<file path="src/rtl/fifo_rr_arbiter_if.sv">
// Source-bank / destination handshake bundle for the round-robin drain scheduler.
interface fifo_rr_arbiter_if #(
  parameter int N_FIFO    = 4,
  parameter int WORD_SIZE = 6
);
  logic [N_FIFO-1:0]           src_empty;
  logic [N_FIFO*WORD_SIZE-1:0] src_data;
  logic                        dst_almost_full;
  logic                        dst_full;
  logic [N_FIFO-1:0]           fifo_rd;
  logic [WORD_SIZE-1:0]        dst_data;
  logic                        dst_wr;

  // Scheduler side: consumes flags and data, issues pops and pushes.
  modport master (
    input  src_empty, src_data, dst_almost_full, dst_full,
    output fifo_rd, dst_data, dst_wr
  );

  // FIFO bank / destination side.
  modport slave (
    output src_empty, src_data, dst_almost_full, dst_full,
    input  fifo_rd, dst_data, dst_wr
  );
endinterface

</file>
<file path="src/rtl/fifo_rr_arbiter.sv">
// Round-robin scheduler draining N_FIFO source FIFOs into one destination FIFO.
// Owns the threshold registers, issues one-hot pops, pushes one cycle later.
module fifo_rr_arbiter #(
  parameter int N_FIFO    = 4,
  parameter int MEM_SIZE  = 4,
  parameter int WORD_SIZE = 6,
  parameter int PTR_L     = 3
) (
  input  logic             clk,
  input  logic             reset,
  input  logic             init,
  input  logic [PTR_L-1:0] empty_thr_in,
  input  logic [PTR_L-1:0] full_thr_in,
  fifo_rr_arbiter_if.master bus,
  output logic [PTR_L-1:0] empty_threshold,
  output logic [PTR_L-1:0] full_threshold,
  output logic [2:0]       state,
  output logic             idle,
  output logic             error
);
  localparam int RRW = (N_FIFO > 1) ? $clog2(N_FIFO) : 1;

  localparam logic [2:0] S_RESET  = 3'd0;
  localparam logic [2:0] S_INIT   = 3'd1;
  localparam logic [2:0] S_IDLE   = 3'd2;
  localparam logic [2:0] S_ACTIVE = 3'd3;
  localparam logic [2:0] S_ERROR  = 3'd4;

  logic [2:0]       state_q, state_d;
  logic [RRW-1:0]   rr_q, gidx_q;
  logic             pending_q;
  logic [PTR_L-1:0] ethr_q, fthr_q;

  logic [N_FIFO-1:0]                elig, rd;
  logic [RRW-1:0]                   grant, idx;
  logic                             any_g;
  logic                             wr;
  logic [N_FIFO-1:0][WORD_SIZE-1:0] src_w;

  assign src_w = bus.src_data;

  // Rotating priority scan from rr_q; pops are held while a reload is requested
  // so an in-flight push can finish before returning to INIT.
  always_comb begin
    elig  = '0;
    if (state_q == S_ACTIVE && !init && !bus.dst_almost_full) elig = ~bus.src_empty;
    grant = '0;
    any_g = 1'b0;
    idx   = '0;
    for (int k = N_FIFO-1; k >= 0; k--) begin
      idx = rr_q + RRW'(k);
      if (elig[idx]) begin
        grant = idx;
        any_g = 1'b1;
      end
    end
    rd = '0;
    if (any_g) rd[grant] = 1'b1;
  end

  assign wr           = pending_q && (state_q != S_ERROR);
  assign bus.fifo_rd  = rd;
  assign bus.dst_wr   = wr;
  assign bus.dst_data = pending_q ? src_w[gidx_q] : '0;

  // Next state; an overflowing push overrides every other transition.
  always_comb begin
    state_d = state_q;
    case (state_q)
      S_RESET:  state_d = S_INIT;
      S_INIT:   if (!init) state_d = S_IDLE;
      S_IDLE:   if (init && !pending_q)         state_d = S_INIT;
                else if (!(&bus.src_empty))     state_d = S_ACTIVE;
      S_ACTIVE: if (init && !pending_q)         state_d = S_INIT;
                else if ((&bus.src_empty) && !pending_q) state_d = S_IDLE;
      S_ERROR:  state_d = S_ERROR;
      default:  state_d = S_ERROR;
    endcase
    if (wr && bus.dst_full) state_d = S_ERROR;
  end

  // State, pointer, push pipeline and threshold registers.
  always_ff @(posedge clk) begin
    if (reset) begin
      state_q   <= S_RESET;
      rr_q      <= '0;
      gidx_q    <= '0;
      pending_q <= 1'b0;
      ethr_q    <= PTR_L'(1);
      fthr_q    <= PTR_L'(MEM_SIZE-1);
    end else begin
      state_q   <= state_d;
      pending_q <= |rd;
      gidx_q    <= grant;
      if (any_g) rr_q <= grant + RRW'(1);
      if (state_q == S_INIT) begin
        ethr_q <= empty_thr_in;
        fthr_q <= full_thr_in;
      end
    end
  end

  assign empty_threshold = ethr_q;
  assign full_threshold  = fthr_q;
  assign state           = state_q;
  assign idle            = (state_q == S_IDLE);
  assign error           = (state_q == S_ERROR);
endmodule
</file>
<file path="src/flat_wrapper.sv">
// flat-port wrapper written by rule: the top's interface ports become plain ports
module fifo_rr_arbiter_flat 
#(
  parameter int N_FIFO    = 4,
  parameter int MEM_SIZE  = 4,
  parameter int WORD_SIZE = 6,
  parameter int PTR_L     = 3
)
  (clk, reset, init, empty_thr_in, full_thr_in, empty_threshold, full_threshold, state, idle, error, bus_src_empty, bus_src_data, bus_dst_almost_full, bus_dst_full, bus_fifo_rd, bus_dst_data, bus_dst_wr);
  fifo_rr_arbiter_if #(.N_FIFO(N_FIFO), .WORD_SIZE(WORD_SIZE)) bus_i ();
  input  logic clk;
  input  logic reset;
  input  logic init;
  input  logic [PTR_L-1:0] empty_thr_in;
  input  logic [PTR_L-1:0] full_thr_in;
  output logic [PTR_L-1:0] empty_threshold;
  output logic [PTR_L-1:0] full_threshold;
  output logic [2:0] state;
  output logic idle;
  output logic error;
  input wire logic [$bits(bus_i.src_empty)-1:0] bus_src_empty;
  input wire logic [$bits(bus_i.src_data)-1:0] bus_src_data;
  input wire logic [$bits(bus_i.dst_almost_full)-1:0] bus_dst_almost_full;
  input wire logic [$bits(bus_i.dst_full)-1:0] bus_dst_full;
  output wire logic [$bits(bus_i.fifo_rd)-1:0] bus_fifo_rd;
  output wire logic [$bits(bus_i.dst_data)-1:0] bus_dst_data;
  output wire logic [$bits(bus_i.dst_wr)-1:0] bus_dst_wr;
  assign bus_i.src_empty = bus_src_empty;
  assign bus_i.src_data = bus_src_data;
  assign bus_i.dst_almost_full = bus_dst_almost_full;
  assign bus_i.dst_full = bus_dst_full;
  assign bus_fifo_rd = bus_i.fifo_rd;
  assign bus_dst_data = bus_i.dst_data;
  assign bus_dst_wr = bus_i.dst_wr;
  fifo_rr_arbiter #(.N_FIFO(N_FIFO), .MEM_SIZE(MEM_SIZE), .WORD_SIZE(WORD_SIZE), .PTR_L(PTR_L)) u_core (.clk(clk), .reset(reset), .init(init), .empty_thr_in(empty_thr_in), .full_thr_in(full_thr_in), .bus(bus_i), .empty_threshold(empty_threshold), .full_threshold(full_threshold), .state(state), .idle(idle), .error(error));
endmodule
</file>
<file path="config.mk">
export PLATFORM = sky130hd
export DESIGN_NAME = fifo_rr_arbiter_flat
export DESIGN_NICKNAME = d
export VERILOG_FILES = /design/src/rtl/fifo_rr_arbiter_if.sv /design/src/rtl/fifo_rr_arbiter.sv /design/src/flat_wrapper.sv
export SDC_FILE = /design/constraint.sdc
export NUM_CORES = 1
export LEC_CHECK = 0
export ABC_CLOCK_PERIOD_IN_PS = 1900
export BUFFER_PORTS_ARGS = -buffer_cell sky130_fd_sc_hd__buf_2
export CAP_MARGIN = 25
export CORE_MARGIN = 10
export CORE_UTILIZATION = 40
export CTS_BUF_LIST = sky130_fd_sc_hd__clkbuf_8 sky130_fd_sc_hd__clkbuf_16
export DETAILED_ROUTE_END_ITERATION = 10
export PLACE_DENSITY = 0.79
export SKIP_CTS_REPAIR_TIMING = 1
export SLEW_MARGIN = 5
export SYNTH_ARGS = -nofsm -noshare
export SYNTH_HDL_FRONTEND = slang
export SYNTH_SLANG_ARGS = --single-unit
export TNS_END_PERCENT = 30
</file>
<file path="constraint.sdc">
create_clock -name clk -period 1.9 [get_ports clk]
set_clock_uncertainty 0.1 [all_clocks]
set_input_delay 0.095 -clock clk [delete_from_list [all_inputs] [get_ports clk]]
set_output_delay 0.095 -clock clk [all_outputs]
set_load 0.02 [all_outputs]
</file>
# --- Word-level counts from Yosys, hierarchy flattened ---
# Index checks and enable logic that the tools add are counted.
totals:
  wordCells: 76
  ff_bits: 14
  out_inout_bits: 22
classes:
  n_eq_ne: 11
  bitwise_logic: 1
  order_cmp: 7
  n_reduce_logical: 16
  n_mux: 30
  n_addsub: 4
op_table:
  columns: ["op", "count"]
  rows:
  - ["$lt 2x3->1 const B", 6]
  - ["$mux 3", 6]
  - ["$bmux 6 s2", 1]
  - ["$mux 6", 2]
  - ["$pmux 3 s4", 1]
  - ["$mux 1", 9]
  - ["$bmux 1 s2", 4]
  - ["$mux 2", 4]
  - ["$mux 4", 2]
  - ["$logic_and 1x1->1", 7]
  - ["$eq 3x2->1 const B", 2]
  - ["$ne 3x2->1 const B", 2]
  - ["$ne 3x3->1 const B", 2]
  - ["$reduce_and 3->1", 2]
  - ["$add 2x1->2 const B", 2]
  - ["$add 2x2->2 const B", 2]
  - ["$ne 4x3->1 const B", 1]
  - ["$ne 4x4->1 const B", 1]
  - ["$not 4->4", 1]
  - ["$reduce_and 4->1", 1]
  - ["$reduce_or 4->1", 1]
  - ["$eq 3x1->1 const B", 1]
  - ["$eq 3x3->1 const B", 1]
  - ["$logic_not 1->1", 3]
  - ["5 further kinds", 5]

# --- Longest topological paths before layout ---
depth:
  depth_word: 16
  ltp_mapped: 5
  ltp_nobuf: 5

# --- Least setup slack after synthesis ---
# OpenSTA, ideal clock, no wires.
synth_path:
  path_type: "register to output"
  from: "register u_core.state_q[2] (netlist: u_core.state[2])"
  to: "output port bus_dst_wr"
  arrival_ps: 1382
  path_stages_with_launch: 3
  slack_ps: 323
  cell_sequence: "dfxtp_1 > nor3b_1 > nor2b_1"
synth_between:
  elab_chain_cells: 2
synth_lines:
  columns: ["item", "line", "source"]
  rows:
  - ["start: declaration", "fifo_rr_arbiter.sv:29", "logic [2:0] state_q, state_d;"]
  - ["start signal: assignment", "fifo_rr_arbiter.sv:92", "state_q <= state_d;"]
  - ["$ne 3x3->1", "fifo_rr_arbiter.sv:61", "assign wr = pending_q && (state_q != S_ERROR);"]
  - ["$logic_and 1x1->1", "fifo_rr_arbiter.sv:61", null]
  - ["end: declaration", "flat_wrapper.sv:27", "output wire logic [$bits(bus_i.dst_wr)-1:0] bus_dst_wr;"]
# No other way between the ends.

# --- Final worst setup path ---
layout_path:
  from: "register u_core.state_q[1] (netlist: u_core.state[1])"
  to: "output port bus_fifo_rd[2]"
layout_between:
  elab_chain_cells: 15
  word_cells_on_any_way: 26
  cone_classes: "2 x order compare; 1 x eq/ne; 20 x mux; 3 x reduce/logical"
layout_lines:
  columns: ["item", "line", "source"]
  rows:
  - ["$eq 3x2->1 (*)", "fifo_rr_arbiter.sv:46", "if (state_q == S_ACTIVE && !init && !bus.dst_almost_full) elig = ~bus.src_empty;"]
  - ["$logic_and 1x1->1 (*) (2 in series)", "fifo_rr_arbiter.sv:46", null]
  - ["$mux 4 (*)", "fifo_rr_arbiter.sv:46", null]
  - ["$bmux 1 s2", "fifo_rr_arbiter.sv:52", "if (elig[idx]) begin"]
  - ["$mux 1 (not written as such)", "fifo_rr_arbiter.sv:52", null]
  - ["$mux 2 (4 in series)", "fifo_rr_arbiter.sv:52", null]
  - ["$lt 2x3->1 (not written as such) / $ge 2x1->1 (equally long branches)", "fifo_rr_arbiter.sv:58", "if (any_g) rd[grant] = 1'b1;"]
  - ["$logic_and 1x1->1 (not written as such)", "fifo_rr_arbiter.sv:58", null]
  - ["$mux 1 (not written as such)", "fifo_rr_arbiter.sv:58", null]
  - ["$demux 1 s2", null, null]
  - ["$mux 4 (*)", "fifo_rr_arbiter.sv:58", null]
  - ["end: declaration", "flat_wrapper.sv:25", "output wire logic [$bits(bus_i.fifo_rd)-1:0] bus_fifo_rd;"]
# Every way passes the cells marked *; elsewhere a longest branch is shown, timed or not. The select of a mux whose other input is x is not followed.

==> flow_summary.yaml <==
run_status:
  outcome: "finished with violations"
  violations: "hold timing"
clocking:
  clkTransAtPathRegs_ps: 50
  htree_levels: 1
  cts_tree: "built"
  clockRootBuffer: "clkbuf_8"
  cts_buffer_depth: 2
  numCtsBuffers: 3
  clock_latency_ps: 240
  cts_sinks: 14
synth:
  yosys_warnings: 0
  synth_seq_cells: 14
  synthTopCellsByArea: "dfxtp_1 (33%), mux4_2 (16%), nor2_1 (5.8%)"
  synth.largest_area_cell: "dfxtp_1"
  netlist-cell-type-count: 28
  ys_seq_area_share_pct: 33.1
  synth_top_cell_area_share_pct: 33.1
  post_synth.cell_area_avg_um2: 9.74
  synth_nets: 126
  syn_area_um2: 847
  synthCells: 87
floorplanning:
  num_io_pins: 61
  die_w_um: 66.0
  rows: 16
  die_y_um: 66.0
  coreArea_um2: 1980
  start_util_pct: 42.7
  die_area_um2: 4360
sta:
  fin_hold_ws_ps: -12.2
  fmax_mhz: 540
  fin_crit_ps: 1850
  fin_setup_tns_ps: 0
  slew-limit-headroom_pct: 71.6
  finalHoldViolations: 2
  setup_viol: 0
  slew_viol_final: 0
  rsz0062_at_grt: "true"
  finalCritPeriodShare_pct: 97.4
  tightestPinTransition_ps: 426
final_layout:
  final_util_pct: 64.9
  areaGrowthSynthToFinish_pct: 51.8
  diodes: 0
  seq_area_um2: 285
  n_fill_cell: 166
  finalNetCount: 192
  multi_input_area_um2: 568
  layout-drive-gt1-share_pct: 54.3
worst_setup_path:
  required_ps: 1700
  crit_fanout: 6
  path_class: "reg2out"
  arrival_ps: 1660
  worstSetupEndpointType: "output pin"
  cp-start-kind: "flip-flop"
power:
  leakage_nw: 0.629
  powerDensity_nw_per_um2: 552
  ir_drop_uv: 447
grt:
  grt_max_degree: 14
  grt_pass1_vias: 926
  grt_pass1_wl_mm: 4.18
  grtUsageTotal_pct: 11.7
  grt_overflow_total: 0
  antenna_found_initial: 0
drt:
  ant_nets: 0
  via_count: 910
  viasPerCell: 5.11
  wl_mm: 2.82
  dr.pass1.iters: 4
  remaining_drc_errors: 0
  drt-initial-drc-count: 30
  wl_per_cell_um: 15.8
placed_design:
  gp_congestion: 0.886
  port_buffers: 60
  hpwl_mm: 2.33
run:
  cap_violations: 0
worst_hold_path:
  hold_path_class: "in2reg"
[metal layers]
| metal | GRT usage (%) | share of wire (%) | up-vias |
|---|---|---|---|
| met5 | 0 | 0 | - |
| met1 | 12.8 | 42 | 411 |
| met3 | 5.25 | 11 | 5 |
| li1 | - | - | 444 |
| met4 | 4.71 | 1.5 | 0 |
| met2 | 19.1 | 45 | 50 |
[registers in the layout, summed over array words and instances, names as in the netlist]
name	count
u_core.full_threshold	3
u_core.state	3
u_core.pending_q	1
u_core.empty_threshold	3
u_core.gidx_q	2
u_core.rr_q	2
[cell usage after synthesis]
master	n
and3_2	1
a31oi_1	2
dfxtp_1	14
nand3b_1	1
nor3_4	1
nor2b_1	6
nand4_2	1
a211o_1	4
nor2_1	13
a21oi_1	1
inv_1	4
mux2i_1	3
nor3b_1	2
a21boi_0	1
and2_1	6
buf_2	1
nand2b_2	2
and2b_1	1
o311ai_2	1
nand2_1	3
mux4_2	6
and2_2	1
o41ai_1	1
clkbuf_1	2
nand4_1	1
nand2b_1	2
nor3b_4	1
o21ai_0	5
[stage by stage]
stage	total power (W)	cell area, um2	setup WS, ps	instances
after floorplan	0.000397	847	323	87
after global placement	0.000458	1170	320	171
after detailed placement	0.000464	1170	275	171
after CTS	0.000704	1210	9.61	174
after global routing	0.000748	1290	-43.3	178
final	0.000710	1290	49.3	178
[logic make-up (layout without fill, tap and decap cells)]
group                  after synthesis  after routing  share of synthesized area (%)
flip-flops                          14             14                           33.1
AND/OR/NAND/NOR                     42             42                           31.2
multiplexers                         9              9                           19.5
buffers and inverters                7             71                           3.25
AO/OA/AOI/OAI                       15             15                           13.0
[cells in the final DEF, fill, tap and decap left out, types with 2 or more instances in the layout]
master / n
buf_2: 59
nor2_1: 13
dfxtp_1: 10
mux4_2: 6
and2_1: 6
nor2b_1: 6
o21ai_0: 5
inv_1: 4
a211o_1: 4
dlygate4sd3_1: 4
dfxtp_2: 4
nand2_1: 3
mux2i_1: 3
clkbuf_8: 3
nand2b_1: 2
a31oi_1: 2
[area by class of cell]
type,instances,share of cell area (%)
Sequential cell,14,22.2
Inverter,4,1.17
Timing Repair Buffer,64,26.7
Multi-Input combinational cell,66,44.2
Tap cell,27,2.63
Clock buffer,3,3.21
[path summary, 6_finish.rpt]
check | startpoint | to | slack (ps) | cells past startpoint
setup reg to reg | u_core.state[1] | u_core.rr_q[1] | 390 | 5
setup / recovery | u_core.state[1] | bus_fifo_rd[2] | 50 | 6
hold / removal | full_thr_in[2] | u_core.full_threshold[2] | -10 | 3
hold reg to reg | u_core.full_threshold[2] | u_core.full_threshold[2] | 380 | 2
[critical path: stages (launching register included)]
cell,delay (ps)
dfxtp_2,420
nand2b_4,90
nor3_4,320
o311ai_4,180
nand3b_1,210
inv_1,60
buf_4,130
[power breakdown]
part           leakage (nW)  internal [W]  switching (W)
sequential            0.116      0.000308      0.0000116
clock                0.0216      0.000140      0.0000999
combinational         0.491     0.0000772      0.0000724
Note: power is estimated with default switching activity, not from simulation.
